===== config.mk =====
export PLATFORM = sky130hd
export DESIGN_NAME = console_rx_fifo
export DESIGN_NICKNAME = d
export VERILOG_FILES = /design/src/rtl/console_rx_fifo.sv
export SDC_FILE = /design/constraint.sdc
export NUM_CORES = 1
export LEC_CHECK = 0
export BUFFER_PORTS_ARGS = -buffer_cell sky130_fd_sc_hd__buf_2
export CORE_UTILIZATION = 49
export DETAILED_ROUTE_END_ITERATION = 16
export MAX_ROUTING_LAYER = met4
export PLACE_DENSITY = 0.8
export SLEW_MARGIN = 20
export SYNTH_ARGS = -nofsm -noshare
export SYNTH_HDL_FRONTEND = slang
export SYNTH_SLANG_ARGS = --single-unit
export TNS_END_PERCENT = 5

===== constraint.sdc =====
create_clock -name i_clk -period 9.3 [get_ports i_clk]
set_clock_uncertainty 0.15 [all_clocks]
set_input_delay 1.86 -clock i_clk [delete_from_list [all_inputs] [get_ports i_clk]]
set_output_delay 1.86 -clock i_clk [all_outputs]
set_load 0.02 [all_outputs]

===== src/rtl/console_rx_fifo.sv =====
// Console UART receiver: 8N1 deserialiser feeding a small byte FIFO that the CPU
// reads through a register interface; reads return 0 while nothing is pending.
module console_rx_fifo #(
  parameter int          DEPTH_LOG2  = 3,
  parameter logic [31:0] DEFAULT_DIV = 32'd53333
) (
  input  logic                  i_clk,
  input  logic                  i_rst,
  input  logic                  i_ser_rx,
  input  logic [3:0]            i_reg_div_we,
  input  logic [31:0]           i_reg_div_di,
  output logic [31:0]           o_reg_div_do,
  input  logic                  i_reg_dat_re,
  output logic [31:0]           o_reg_dat_do,
  input  logic                  i_reg_sts_re,
  output logic [DEPTH_LOG2:0]   o_rx_count,
  output logic                  o_overrun,
  output logic                  o_frame_err
);

  localparam int DEPTH = 1 << DEPTH_LOG2;
  localparam logic [DEPTH_LOG2:0] PTR_ONE = {{DEPTH_LOG2{1'b0}}, 1'b1};

  typedef enum logic [2:0] {
    ST_IDLE  = 3'd0,
    ST_START = 3'd1,
    ST_DATA  = 3'd2,
    ST_STOP  = 3'd3,
    ST_BREAK = 3'd4
  } state_t;

  logic                  r_sync1;
  logic                  r_sync2;
  logic [31:0]           r_div;
  logic [31:0]           r_bit_div;
  logic [31:0]           r_cnt;
  logic [2:0]            r_bit_idx;
  logic [7:0]            r_shift;
  state_t                r_state;
  logic [7:0]            r_mem [DEPTH];
  logic [DEPTH_LOG2:0]   r_wr_ptr;
  logic [DEPTH_LOG2:0]   r_rd_ptr;
  logic [DEPTH_LOG2:0]   r_count;
  logic                  r_overrun;
  logic                  r_frame_err;

  logic                  w_rx_s;
  logic [31:0]           w_eff_div;
  logic                  w_cnt_tick;
  state_t                w_state_nxt;
  logic [31:0]           w_cnt_nxt;
  logic [31:0]           w_bit_div_nxt;
  logic [2:0]            w_bit_idx_nxt;
  logic [7:0]            w_shift_nxt;
  logic                  w_push_req;
  logic                  w_ferr_set;
  logic                  w_empty;
  logic                  w_full;
  logic                  w_pop_ok;
  logic                  w_push_ok;
  logic                  w_ovr_set;

  assign w_rx_s     = r_sync2;
  assign w_eff_div  = (r_div < 32'd4) ? 32'd4 : r_div;
  // The counter expires on the cycle it would decrement to zero, so one period is exactly bit_div clocks.
  assign w_cnt_tick = (r_cnt == 32'd1);

  // Two-flop synchroniser for the asynchronous serial pin, preset to the idle level.
  always_ff @(posedge i_clk) begin
    if (i_rst) begin
      r_sync1 <= 1'b1;
      r_sync2 <= 1'b1;
    end else begin
      r_sync1 <= i_ser_rx;
      r_sync2 <= r_sync1;
    end
  end

  // Divider register with per-byte-lane write enables.
  always_ff @(posedge i_clk) begin
    if (i_rst) begin
      r_div <= DEFAULT_DIV;
    end else begin
      for (int b = 0; b < 4; b++) begin
        if (i_reg_div_we[b]) begin
          r_div[8*b +: 8] <= i_reg_div_di[8*b +: 8];
        end
      end
    end
  end

  // Receiver FSM state and datapath registers.
  always_ff @(posedge i_clk) begin
    if (i_rst) begin
      r_state   <= ST_IDLE;
      r_cnt     <= 32'd0;
      r_bit_div <= 32'd4;
      r_bit_idx <= 3'd0;
      r_shift   <= 8'd0;
    end else begin
      r_state   <= w_state_nxt;
      r_cnt     <= w_cnt_nxt;
      r_bit_div <= w_bit_div_nxt;
      r_bit_idx <= w_bit_idx_nxt;
      r_shift   <= w_shift_nxt;
    end
  end

  // Receiver FSM next-state logic: mid-bit sampling of start, data and stop bits.
  always_comb begin
    w_state_nxt   = r_state;
    w_cnt_nxt     = r_cnt;
    w_bit_div_nxt = r_bit_div;
    w_bit_idx_nxt = r_bit_idx;
    w_shift_nxt   = r_shift;
    w_push_req    = 1'b0;
    w_ferr_set    = 1'b0;
    case (r_state)
      ST_IDLE: begin
        if (!w_rx_s) begin
          w_bit_div_nxt = w_eff_div;
          w_cnt_nxt     = w_eff_div >> 1;
          w_state_nxt   = ST_START;
        end else begin
          w_state_nxt   = ST_IDLE;
        end
      end
      ST_START: begin
        if (w_cnt_tick) begin
          if (w_rx_s) begin
            w_state_nxt   = ST_IDLE;
          end else begin
            w_cnt_nxt     = r_bit_div;
            w_bit_idx_nxt = 3'd0;
            w_state_nxt   = ST_DATA;
          end
        end else begin
          w_cnt_nxt = r_cnt - 32'd1;
        end
      end
      ST_DATA: begin
        if (w_cnt_tick) begin
          w_shift_nxt[r_bit_idx] = w_rx_s;
          w_cnt_nxt              = r_bit_div;
          if (r_bit_idx == 3'd7) begin
            w_state_nxt   = ST_STOP;
          end else begin
            w_bit_idx_nxt = r_bit_idx + 3'd1;
          end
        end else begin
          w_cnt_nxt = r_cnt - 32'd1;
        end
      end
      ST_STOP: begin
        if (w_cnt_tick) begin
          if (w_rx_s) begin
            w_push_req  = 1'b1;
            w_state_nxt = ST_IDLE;
          end else begin
            w_ferr_set  = 1'b1;
            w_state_nxt = ST_BREAK;
          end
        end else begin
          w_cnt_nxt = r_cnt - 32'd1;
        end
      end
      ST_BREAK: begin
        // A held-low line must return high before another start bit is accepted.
        if (w_rx_s) begin
          w_state_nxt = ST_IDLE;
        end else begin
          w_state_nxt = ST_BREAK;
        end
      end
      default: begin
        w_state_nxt = ST_IDLE;
      end
    endcase
  end

  assign w_empty   = (r_wr_ptr == r_rd_ptr);
  assign w_full    = (r_wr_ptr[DEPTH_LOG2] != r_rd_ptr[DEPTH_LOG2]) &&
                     (r_wr_ptr[DEPTH_LOG2-1:0] == r_rd_ptr[DEPTH_LOG2-1:0]);
  assign w_pop_ok  = i_reg_dat_re && !w_empty;
  // When full, a same-cycle pop frees the head slot that the push then reuses.
  assign w_push_ok = w_push_req && (!w_full || w_pop_ok);
  assign w_ovr_set = w_push_req && w_full && !w_pop_ok;

  // FIFO storage; contents need no reset because the pointers gate visibility.
  always_ff @(posedge i_clk) begin
    if (w_push_ok) begin
      r_mem[r_wr_ptr[DEPTH_LOG2-1:0]] <= r_shift;
    end
  end

  // FIFO pointers and occupancy count.
  always_ff @(posedge i_clk) begin
    if (i_rst) begin
      r_wr_ptr <= '0;
      r_rd_ptr <= '0;
      r_count  <= '0;
    end else begin
      if (w_push_ok) begin
        r_wr_ptr <= r_wr_ptr + PTR_ONE;
      end
      if (w_pop_ok) begin
        r_rd_ptr <= r_rd_ptr + PTR_ONE;
      end
      case ({w_push_ok, w_pop_ok})
        2'b10:   r_count <= r_count + PTR_ONE;
        2'b01:   r_count <= r_count - PTR_ONE;
        default: r_count <= r_count;
      endcase
    end
  end

  // Sticky error flags; a set event in the clearing cycle takes priority.
  always_ff @(posedge i_clk) begin
    if (i_rst) begin
      r_overrun   <= 1'b0;
      r_frame_err <= 1'b0;
    end else begin
      if (w_ovr_set) begin
        r_overrun <= 1'b1;
      end else if (i_reg_sts_re) begin
        r_overrun <= 1'b0;
      end
      if (w_ferr_set) begin
        r_frame_err <= 1'b1;
      end else if (i_reg_sts_re) begin
        r_frame_err <= 1'b0;
      end
    end
  end

  assign o_reg_div_do = r_div;
  assign o_reg_dat_do = w_empty ? 32'h0 : {24'h0, r_mem[r_rd_ptr[DEPTH_LOG2-1:0]]};
  assign o_rx_count   = r_count;
  assign o_overrun    = r_overrun;
  assign o_frame_err  = r_frame_err;

endmodule


After elaboration in Yosys (flattened, before gate mapping)

Memories as Yosys holds them, arrays and structs flattened. A register that Yosys moved wholly into a read port is not among the register bits.
Index checks and enable logic that the tools add are counted.
W data, S select, Z words.

Add/subtract/negate cells: 6
$lt $le $gt $ge: 3
Eq/ne operators: 20
Multiplexer cells: 38
Bitwise gates (word level): 1
Reductions and logical operators: 21

Operators by type and width:

| kind                    | count |
|---|---|
| $mux W32                | 6 |
| $pmux W32 S4            | 1 |
| $mux W3                 | 11 |
| $eq A32 B1 Y1 const B   | 1 |
| $lt A32 B3 Y1 const B   | 1 |
| $sub A32 B1 Y32 const B | 1 |
| $ne A2 B2 Y1 const B    | 8 |
| $pmux W3 S5             | 1 |
| $mux W1                 | 13 |
| $add A4 B1 Y4 const B   | 3 |
| $bwmux W8               | 1 |
| $mux W8                 | 1 |
| $pmux W4 S2             | 1 |
| $reduce_and A4 Y1       | 2 |
| $reduce_bool A2 Y1      | 4 |
| $eq A3 B2 Y1 const B    | 2 |
| $eq A3 B3 Y1 const B    | 2 |
| $logic_and A1 B1 Y1     | 6 |
| $pmux W3 S2             | 1 |
| $reduce_and A5 Y1       | 1 |
| $eq A4 B4 Y1            | 1 |
| $lt A3 B4 Y1 const B    | 1 |
| $reduce_and A2 Y1       | 2 |
| $reduce_bool A4 Y1      | 1 |
| other kinds (15)        | 17 |

Bits in registers: 126
Memory bits (writable): 64
Input port bits: 41
Output and inout port bits: 70
Logic and storage cells: 106
Memories kept: 1

Memory list:

| memory | depth | width | rd ports | clocked after memory_dff | write ports | line | text |
|---|---|---|---|---|---|---|---|
| r_mem  | 8     | 8     | 1        | 1                        | 1           | 40   | `logic [7:0] r_mem [DEPTH];` |

Depth between registers and ports, before layout

Gate-level depths: netlist (run 1).

Depth in word-level cells: 7
Depth in mapped cells: 16
Mapped depth without buffers: 14

Worst setup path before layout (run 1)

Ideal clock, no wire load.

Kind: register -> output
Start point: register (tool-made name)
End point: output port o_reg_dat_do[5]
Data arrival time: 2.017 ns
Data required time: 7.290 ns
Setup slack: 5.273 ns
Cell stages (with the launch flop): 6
Path buffers: 2
Path through: dfxtp_1 > clkbuf_1 > buf_1 > mux4_2 > mux2i_1 > nor2_1

RTL lines:

| element   | line | text |
|---|---|---|
| to (decl) | 14   | `output logic [31:0] o_reg_dat_do,` |

==> results.json, run 1 <==
{
  "grt_overflow": 0,
  "cts_hold_buffers": 0,
  "ys_ff_latch": 193,
  "fin_crit_sh_pct": 44.4,
  "io_buffers": 86,
  "die_h_um": 138,
  "totalWireLength_um": 21400,
  "yosys-top-cells-area": "dfxtp_1 (29%), edfxtp_1 (21%), mux2i_1 (4.8%)",
  "hpwl_um": 14300,
  "slew_headroom_pct": 35.5,
  "cts_buffers": 17,
  "first_iter_violations": 625,
  "yosysMostFrequentCell": "dfxtp_1",
  "diodes": 0,
  "critPathRequiredTime_ns": 7.29,
  "via_per_inst": 5.97,
  "final.setup.tns_ns": 0,
  "worst_pin_slew_ns": 0.960,
  "syn_area_um2": 9010,
  "synthFlopType": "dfxtp_1",
  "grt_pass1_vias": 6602,
  "synth_area_leader_cell": "dfxtp_1",
  "max_freq_mhz": 242,
  "worstPathMaxFanout": 16,
  "clk_pin_slew_ns": 0.08,
  "die_area_um2": 18900,
  "syn_to_final_growth_pct": 12.6,
  "grt_start_max_net_pins": 72,
  "synth.yosys.warnings": 0,
  "worstHoldPathType": "reg -> reg",
  "synth_common_cells": "dfxtp_1 (129), nand2_1 (80), nor2_1 (78), a21oi_1 (73), edfxtp_1 (64)",
  "antenna_found_initial": 0,
  "worstPathArrival_ns": 2.12,
  "fin_nets": 1006,
  "clk_latency_ns": 0.45,
  "synth_edf_count": 64,
  "cts_tree": "done",
  "grt_use_total_pct": 24.4,
  "syn_area_per_cell_um2": 10.0,
  "ant_nets": 0,
  "whs_ns": 0.272,
  "finalHoldViolations": 0,
  "clock_sinks": 193,
  "pin_count": 111,
  "synthCells": 900,
  "setup_viol": 0,
  "critPathCaptureType": "output pin",
  "coreArea_um2": 18000,
  "clockBufferDepth": 2,
  "vdd_drop_max_mv": 0.153,
  "cp-start-kind": "flip-flop",
  "grt_pass1_wl_um": 34300,
  "drive_gt1_share_pct": 17.8,
  "route.detailed.drc": 0,
  "post_cts_resized": 0,
  "cts.htree.levels": 4,
  "grt_setup_unrepaired": "no",
  "core.rowCount": 49,
  "wl_per_cell_um": 17.8,
  "synth-seq-area-share_pct": 50.0,
  "power.density_nw_per_um2": 191,
  "status": "finished clean",
  "cts_setup_buffers": 0,
  "worst-setup-path-type": "reg -> out",
  "root_buffer": "clkbuf_16",
  "die_w_um": 138,
  "synth_cell_type_count": 69,
  "via_count": 7154,
  "cap_violations": 0,
  "leakage_uw": 0.00380,
  "gp_congestion": 0.909,
  "synth_top_area_share_pct": 28.7,
  "start_util_pct": 50.0,
  "finalMaxSlewViolations": 0,
  "dr.pass1.iters": 7,
  "min_period_ns": 4.13,
  "ys_async_sr_fraction_pct": 0
}
where the power goes:
part           total, uW  switching (uW)  internal [uW]
combinational        254             163           91.1
sequential           913            28.0            885
clock                769             393            376
total               1940             584           1350
cells in the final DEF, fill, tap and decap left out, types with 10 or more instances in the layout:
| cell type | count |
|---|---|
| dfxtp_1 | 128 |
| buf_2 | 85 |
| nand2_1 | 80 |
| nor2_1 | 78 |
| a21oi_1 | 73 |
| edfxtp_1 | 64 |
| mux2i_1 | 43 |
| inv_1 | 29 |
| nor3_1 | 26 |
| nor4_1 | 25 |
| conb_1 | 24 |
| o32ai_1 | 17 |
| clkbuf_16 | 17 |
| buf_4 | 17 |
| mux4_2 | 16 |
| o21ai_0 | 16 |
| nand3_1 | 15 |
| nand2b_1 | 13 |
| a22o_1 | 13 |
| xnor2_1 | 12 |
| nor2b_1 | 11 |
| or3_1 | 10 |
| nand4_1 | 10 |
routing by layer:
layer	track usage, %	up-vias	share of wire, %
met4	9.58	0	2.4
met5	-	-	0
met2	39.4	306	49
li1	-	3375	-
met1	29.5	3426	43
met3	5.37	47	6.0
logic make-up after synthesis:
family	synth area share [%]
buffers and inverters	6.05
other	0.0416
multiplexers	8.90
AND/OR/NAND/NOR	17.3
XOR/XNOR	1.75
flip-flops	50.0
AO/OA/AOI/OAI	14.6
adder cells (fa/ha/maj)	1.33
state kept, by name, summed over array words and instances (netlist names), 3 cells and up, named ones only:
name	cells
r_wr_ptr	4
r_bit_div	32
r_bit_idx	3
r_cnt	32
o_rx_count	4
r_rd_ptr	4
o_reg_div_do	32
r_shift	8
r_mem	64
r_state	3
layout make-up:
cell class | count | area, um^2
fill | 1556 | 7870
sequential | 193 | 4510
multi-input combinational | 612 | 4070
timing repair buffer | 103 | 564
clock buffer | 17 | 425
tap | 229 | 287
clock inverter | 15 | 196
inverter | 29 | 109
worst max-delay path, stage by stage (launching register included):
cell     delay [ns]
dfxtp_2        0.69
mux4_2         0.57
mux2i_1        0.18
nor2_1         0.06
buf_2          0.16
worst paths after layout:
path                                         to       from  cells after the start  slack (ns)
worst max-delay path            o_reg_dat_do[6]  flip-flop                      4        5.17
worst min register to register          r_sync2    r_sync1                      1        0.27
worst max register to register    o_rx_count[3]   r_cnt[4]                     12        5.36
worst min-delay path                    r_sync2    r_sync1                      1        0.27
through the flow:
| step | std cells | utilization, % | instance area [um^2] | setup slack [ns] | power (uW) |
|---|---|---|---|---|---|
| 2_1_floorplan | 923 | - | 9100 | 5.27 | 1120 |
| 5_1_grt | 1198 | 56.3 | 10200 | 4.97 | 2010 |
| 4_1_cts | 1198 | 56.3 | 10200 | 4.69 | 1940 |
| 6_report | 1198 | 56.3 | 10200 | 5.17 | 1940 |
| 3_5_place_dp | 1166 | 52.9 | 9530 | 4.94 | 1180 |
| 3_3_place_gp | 1165 | 52.8 | 9520 | 5.00 | 1180 |
Power figures use the tool's default switching activity.
==> run 2: changes to the inputs <==
==> constraint.sdc (replaced) <==
create_clock -name i_clk -period 4.1 [get_ports i_clk]
set_clock_uncertainty 0.15 [all_clocks]
set_input_delay 0.82 -clock i_clk [delete_from_list [all_inputs] [get_ports i_clk]]
set_output_delay 0.82 -clock i_clk [all_outputs]
set_load 0.02 [all_outputs]
==> results.json, run 2 (same netlist as run 1, synthesis figures left out) <==
{
  "vdd_drop_max_mv": 0.325,
  "cts_buffers": 17,
  "coreArea_um2": 18000,
  "postLayoutSetupSlackWorst_ns": 0.237,
  "cp-start-kind": "flip-flop",
  "clockBufferDepth": 2,
  "cts_tree": "done",
  "grt_overflow": 0,
  "first_iter_violations": 653,
  "antenna_found_initial": 0,
  "p_sw_uw": 1260,
  "worstHoldPathType": "reg -> reg",
  "dpl_worst_slack_ns": 0.290,
  "hpwl_um": 14200,
  "setup_viol": 0,
  "grt_start_max_net_pins": 78,
  "wl_per_cell_um": 17.5,
  "layout_commonest_cell": "dfxtp_1",
  "grt_setup_unrepaired": "no",
  "route.detailed.drc": 0,
  "leakage_uw": 0.00382,
  "cts_setup_buffers": 0,
  "worstPathMaxFanout": 8,
  "largest_reg_flops": 64,
  "io_buffers": 86,
  "clock_sinks": 193,
  "max_freq_mhz": 259,
  "finalMaxSlewViolations": 0,
  "grt_use_total_pct": 23.6,
  "worst_pin_slew_ns": 1.02,
  "min_period_ns": 3.86,
  "root_buffer": "clkbuf_16",
  "ant_nets": 0,
  "stdcell_count": 1207,
  "final.setup.tns_ns": 0,
  "fin_crit_sh_pct": 94.2,
  "die_w_um": 138,
  "cap_violations": 0,
  "power_uw": 4310,
  "finalHoldViolations": 0,
  "critPathRequiredTime_ns": 4.25,
  "combPwrFrac_pct": 13.6,
  "die_area_um2": 18900,
  "diodes": 0,
  "worst-setup-path-type": "reg -> reg",
  "power_switching_share_pct": 29.2,
  "via_per_inst": 5.85,
  "gp_congestion": 0.925,
  "totalWireLength_um": 21100,
  "grt_pass1_wl_um": 33200,
  "power.density_nw_per_um2": 422,
  "clock_power_share_pct": 38.3,
  "grt_pass1_vias": 6551,
  "p_int_uw": 3050,
  "dr.pass1.iters": 6,
  "clk_latency_ns": 0.44,
  "core.rowCount": 49,
  "slew_headroom_pct": 31.7,
  "post_cts_resized": 0,
  "syn_to_final_growth_pct": 13.1,
  "critPathCaptureType": "flip-flop",
  "fin_nets": 1015,
  "layout_common_cells": "dfxtp_1 (129), buf_2 (85), nand2_1 (80)",
  "cts.htree.levels": 4,
  "drive_gt1_share_pct": 18.3,
  "start_util_pct": 50.0,
  "pin_count": 111,
  "worstPathArrival_ns": 4.02,
  "seq_power_share_pct": 48.1,
  "dp.cells": 1175,
  "status": "finished clean",
  "die_h_um": 138,
  "clk_pin_slew_ns": 0.08,
  "via_count": 7063,
  "cts_hold_buffers": 0
}
-- run 2: final timing paths --
| check | cells after the start | startpoint | slack, ns | to |
|---|---|---|---|---|
| worst max-delay path | 14 | r_cnt[1] | 0.24 | o_rx_count[3] |
| worst min-delay path | 1 | r_sync1 | 0.26 | r_sync2 |
| worst max register to register | 14 | r_cnt[1] | 0.24 | o_rx_count[3] |
| worst min register to register | 1 | r_sync1 | 0.26 | r_sync2 |
-- run 2: worst max-delay path, cell delays in order, from the launching register on --
cell,delay (ns)
dfxtp_1,0.31
inv_1,0.11
ha_1,0.15
or4b_1,0.48
or4_4,0.62
or3_4,0.37
o21ai_0,0.30
inv_1,0.12
ha_1,0.29
a21o_1,0.12
a21oi_1,0.09
a211o_1,0.27
mux2i_1,0.17
xnor2_1,0.13
nor2_1,0.05
-- run 2: metrics by stage --
step,hold WS [ns],cell area [um^2],util [%]
2_1_floorplan,0.239,9100,-
3_3_place_gp,0.242,9590,53.2
3_5_place_dp,0.248,9590,53.2
4_1_cts,0.264,10200,56.6
5_1_grt,0.289,10200,56.6
6_report,0.260,10200,56.6
-- run 2: metal layers --
metal	up-vias	wire length, um	global-route usage (%)
met2	282	10400	39.4
met5	-	0	-
met1	3360	9150	28.5
met3	36	1060	3.68
li1	3385	-	-
met4	0	513	9.34
-- run 2: area by class of cell --
class / instances / area (um^2)
multi-input cells: 612 / 4070
inverters: 29 / 109
repair buffers: 112 / 628
flip-flops and latches: 193 / 4500
fillers: 1535 / 7830
clock buffers: 18 / 429
well taps: 229 / 287
clock inverters: 14 / 173
-- run 2: power by group through the flow --
stage | logic [uW] | clock network [uW] | registers, uW
after detailed placement | 571 | 0 | 2110
after global routing | 631 | 1750 | 2080
after floorplan | 422 | 0 | 2110
final | 584 | 1650 | 2070
after global placement | 566 | 0 | 2110
after CTS | 576 | 1670 | 2070
==> run 3: changes to the inputs <==
--- a/config.mk
+++ b/config.mk
@@ -8,6 +8,7 @@
 export BUFFER_PORTS_ARGS = -buffer_cell sky130_fd_sc_hd__buf_2
 export CORE_UTILIZATION = 49
 export DETAILED_ROUTE_END_ITERATION = 16
+export GPL_TIMING_DRIVEN = 0
 export MAX_ROUTING_LAYER = met4
 export PLACE_DENSITY = 0.8
 export SLEW_MARGIN = 20
==> results.json, run 3 (same netlist as run 1, synthesis figures left out) <==
{
  "status": "finished clean",
  "coreArea_um2": 18000,
  "wl_per_cell_um": 19.3,
  "grt_pass1_vias": 6832,
  "die_area_um2": 18900,
  "largest_reg_flops": 64,
  "grt_start_max_net_pins": 23,
  "clk_latency_ns": 0.45,
  "totalWireLength_um": 24500,
  "first_iter_violations": 973,
  "grt_setup_unrepaired": "yes",
  "start_util_pct": 50.0,
  "vdd_drop_max_mv": 0.348,
  "core.rowCount": 49,
  "fin_nets": 1081,
  "place_area_um2": 9900,
  "worstPathMaxFanout": 10,
  "die_h_um": 138,
  "hpwl_um": 17500,
  "grt_overflow": 0,
  "antenna_found_initial": 0,
  "cts.htree.levels": 4,
  "pin_count": 111,
  "leakage_uw": 0.00394,
  "layout_commonest_cell": "dfxtp_1",
  "slew_headroom_pct": 29.9,
  "dr.pass1.iters": 6,
  "post-route-util_pct": 58.4,
  "drive_gt1_share_pct": 18.8,
  "rrSetupSlack_ns": 0.009,
  "grt_use_total_pct": 27.3,
  "layout_common_cells": "dfxtp_1 (129), buf_2 (91), nand2_1 (80)",
  "cap_violations": 0,
  "cts_setup_buffers": 0,
  "cts_tree": "done",
  "final.setup.tns_ns": 0,
  "gp_congestion": 0.972,
  "io_buffers": 84,
  "clockBufferDepth": 2,
  "critPathCaptureType": "flip-flop",
  "grt_pass1_wl_um": 37500,
  "via_count": 7528,
  "power.density_nw_per_um2": 419,
  "cts_buffers": 17,
  "max_freq_mhz": 244,
  "via_per_inst": 5.91,
  "min_period_ns": 4.09,
  "setup_viol": 0,
  "ant_nets": 0,
  "root_buffer": "clkbuf_16",
  "cp-start-kind": "flip-flop",
  "worst_pin_slew_ns": 1.04,
  "syn_to_final_growth_pct": 16.8,
  "worstHoldPathType": "reg -> reg",
  "worst-setup-path-type": "reg -> reg",
  "finalMaxSlewViolations": 0,
  "critPathRequiredTime_ns": 4.11,
  "clk_pin_slew_ns": 0.08,
  "die_w_um": 138,
  "diodes": 0,
  "route.detailed.drc": 0,
  "fin_area_um2": 10500,
  "fin_crit_sh_pct": 99.8,
  "clock_sinks": 193,
  "worstPathArrival_ns": 4.10,
  "finalHoldViolations": 0
}
[run 3: cell types whose count changed in the layout (fill, tap and decap cells not counted), sizes merged]
cell / delta
buf: +14
clkbuf: +51
clkinv: -1
inv: +2
[run 3: repair_timing]
item,CTS,global route
endpoints found under the setup margin,1,49
hold buffers,0,0
resized for setup,1,3
[run 3: worst paths after layout]
check | startpoint | end | cells past startpoint
min | r_sync1 | r_sync2 | 1
max reg2reg | r_cnt[16] | r_mem[2][1] | 8
min reg2reg | r_sync1 | r_sync2 | 1
max | r_cnt[16] | r_mem[2][1] | 8
[run 3: cell type report]
cell class                      count  area [um^2]
Inverter                           29          109
Clock inverter                     15          188
Sequential cell                   193         4500
Buffer                             88          433
Tap cell                          229          287
Clock buffer                       17          425
Fill cell                        1518         7500
Timing Repair Buffer               90          458
Multi-Input combinational cell    612         4130
[run 3: worst max-delay path, cell delays in order, from the launching register on]
cell and delay, ns:
dfxtp_1 0.36, or4_1 0.60, or4_4 0.59, buf_2 0.23, nor4_1 0.43, nand3_1 0.19, clkbuf_1 0.40, nor4_2 0.58
buf_4 0.27
[run 3: metrics by stage]
step	power (uW)	std cells	hold slack (ns)	setup slack, ns
floorplan	2530	923	0.239	0.301
global placement	2710	1236	0.257	-0.605
detailed placement	2720	1242	0.270	-0.0925
CTS	4400	1273	0.295	0.0206
global route	4550	1273	0.309	-0.178
finish	4410	1273	0.288	0.00876
[run 3: metal layers]
layer	GRT usage (%)	part of all wire [%]	routed length [um]	up-vias
met5	-	0	0	-
met4	10.8	3.1	750	0
met2	43.9	48	11800	384
met3	4.56	6.8	1670	70
li1	-	-	-	3529
met1	34.3	42	10200	3545
[run 3: power breakdown]
group / total, uW / leakage, uW / internal (uW) / switching [uW]
logic: 630 / 0.00194 / 226 / 405
registers: 2070 / 0.00171 / 2010 / 58.8
clock network: 1710 / 0.000299 / 840 / 872
total: 4410 / 0.00394 / 3070 / 1340
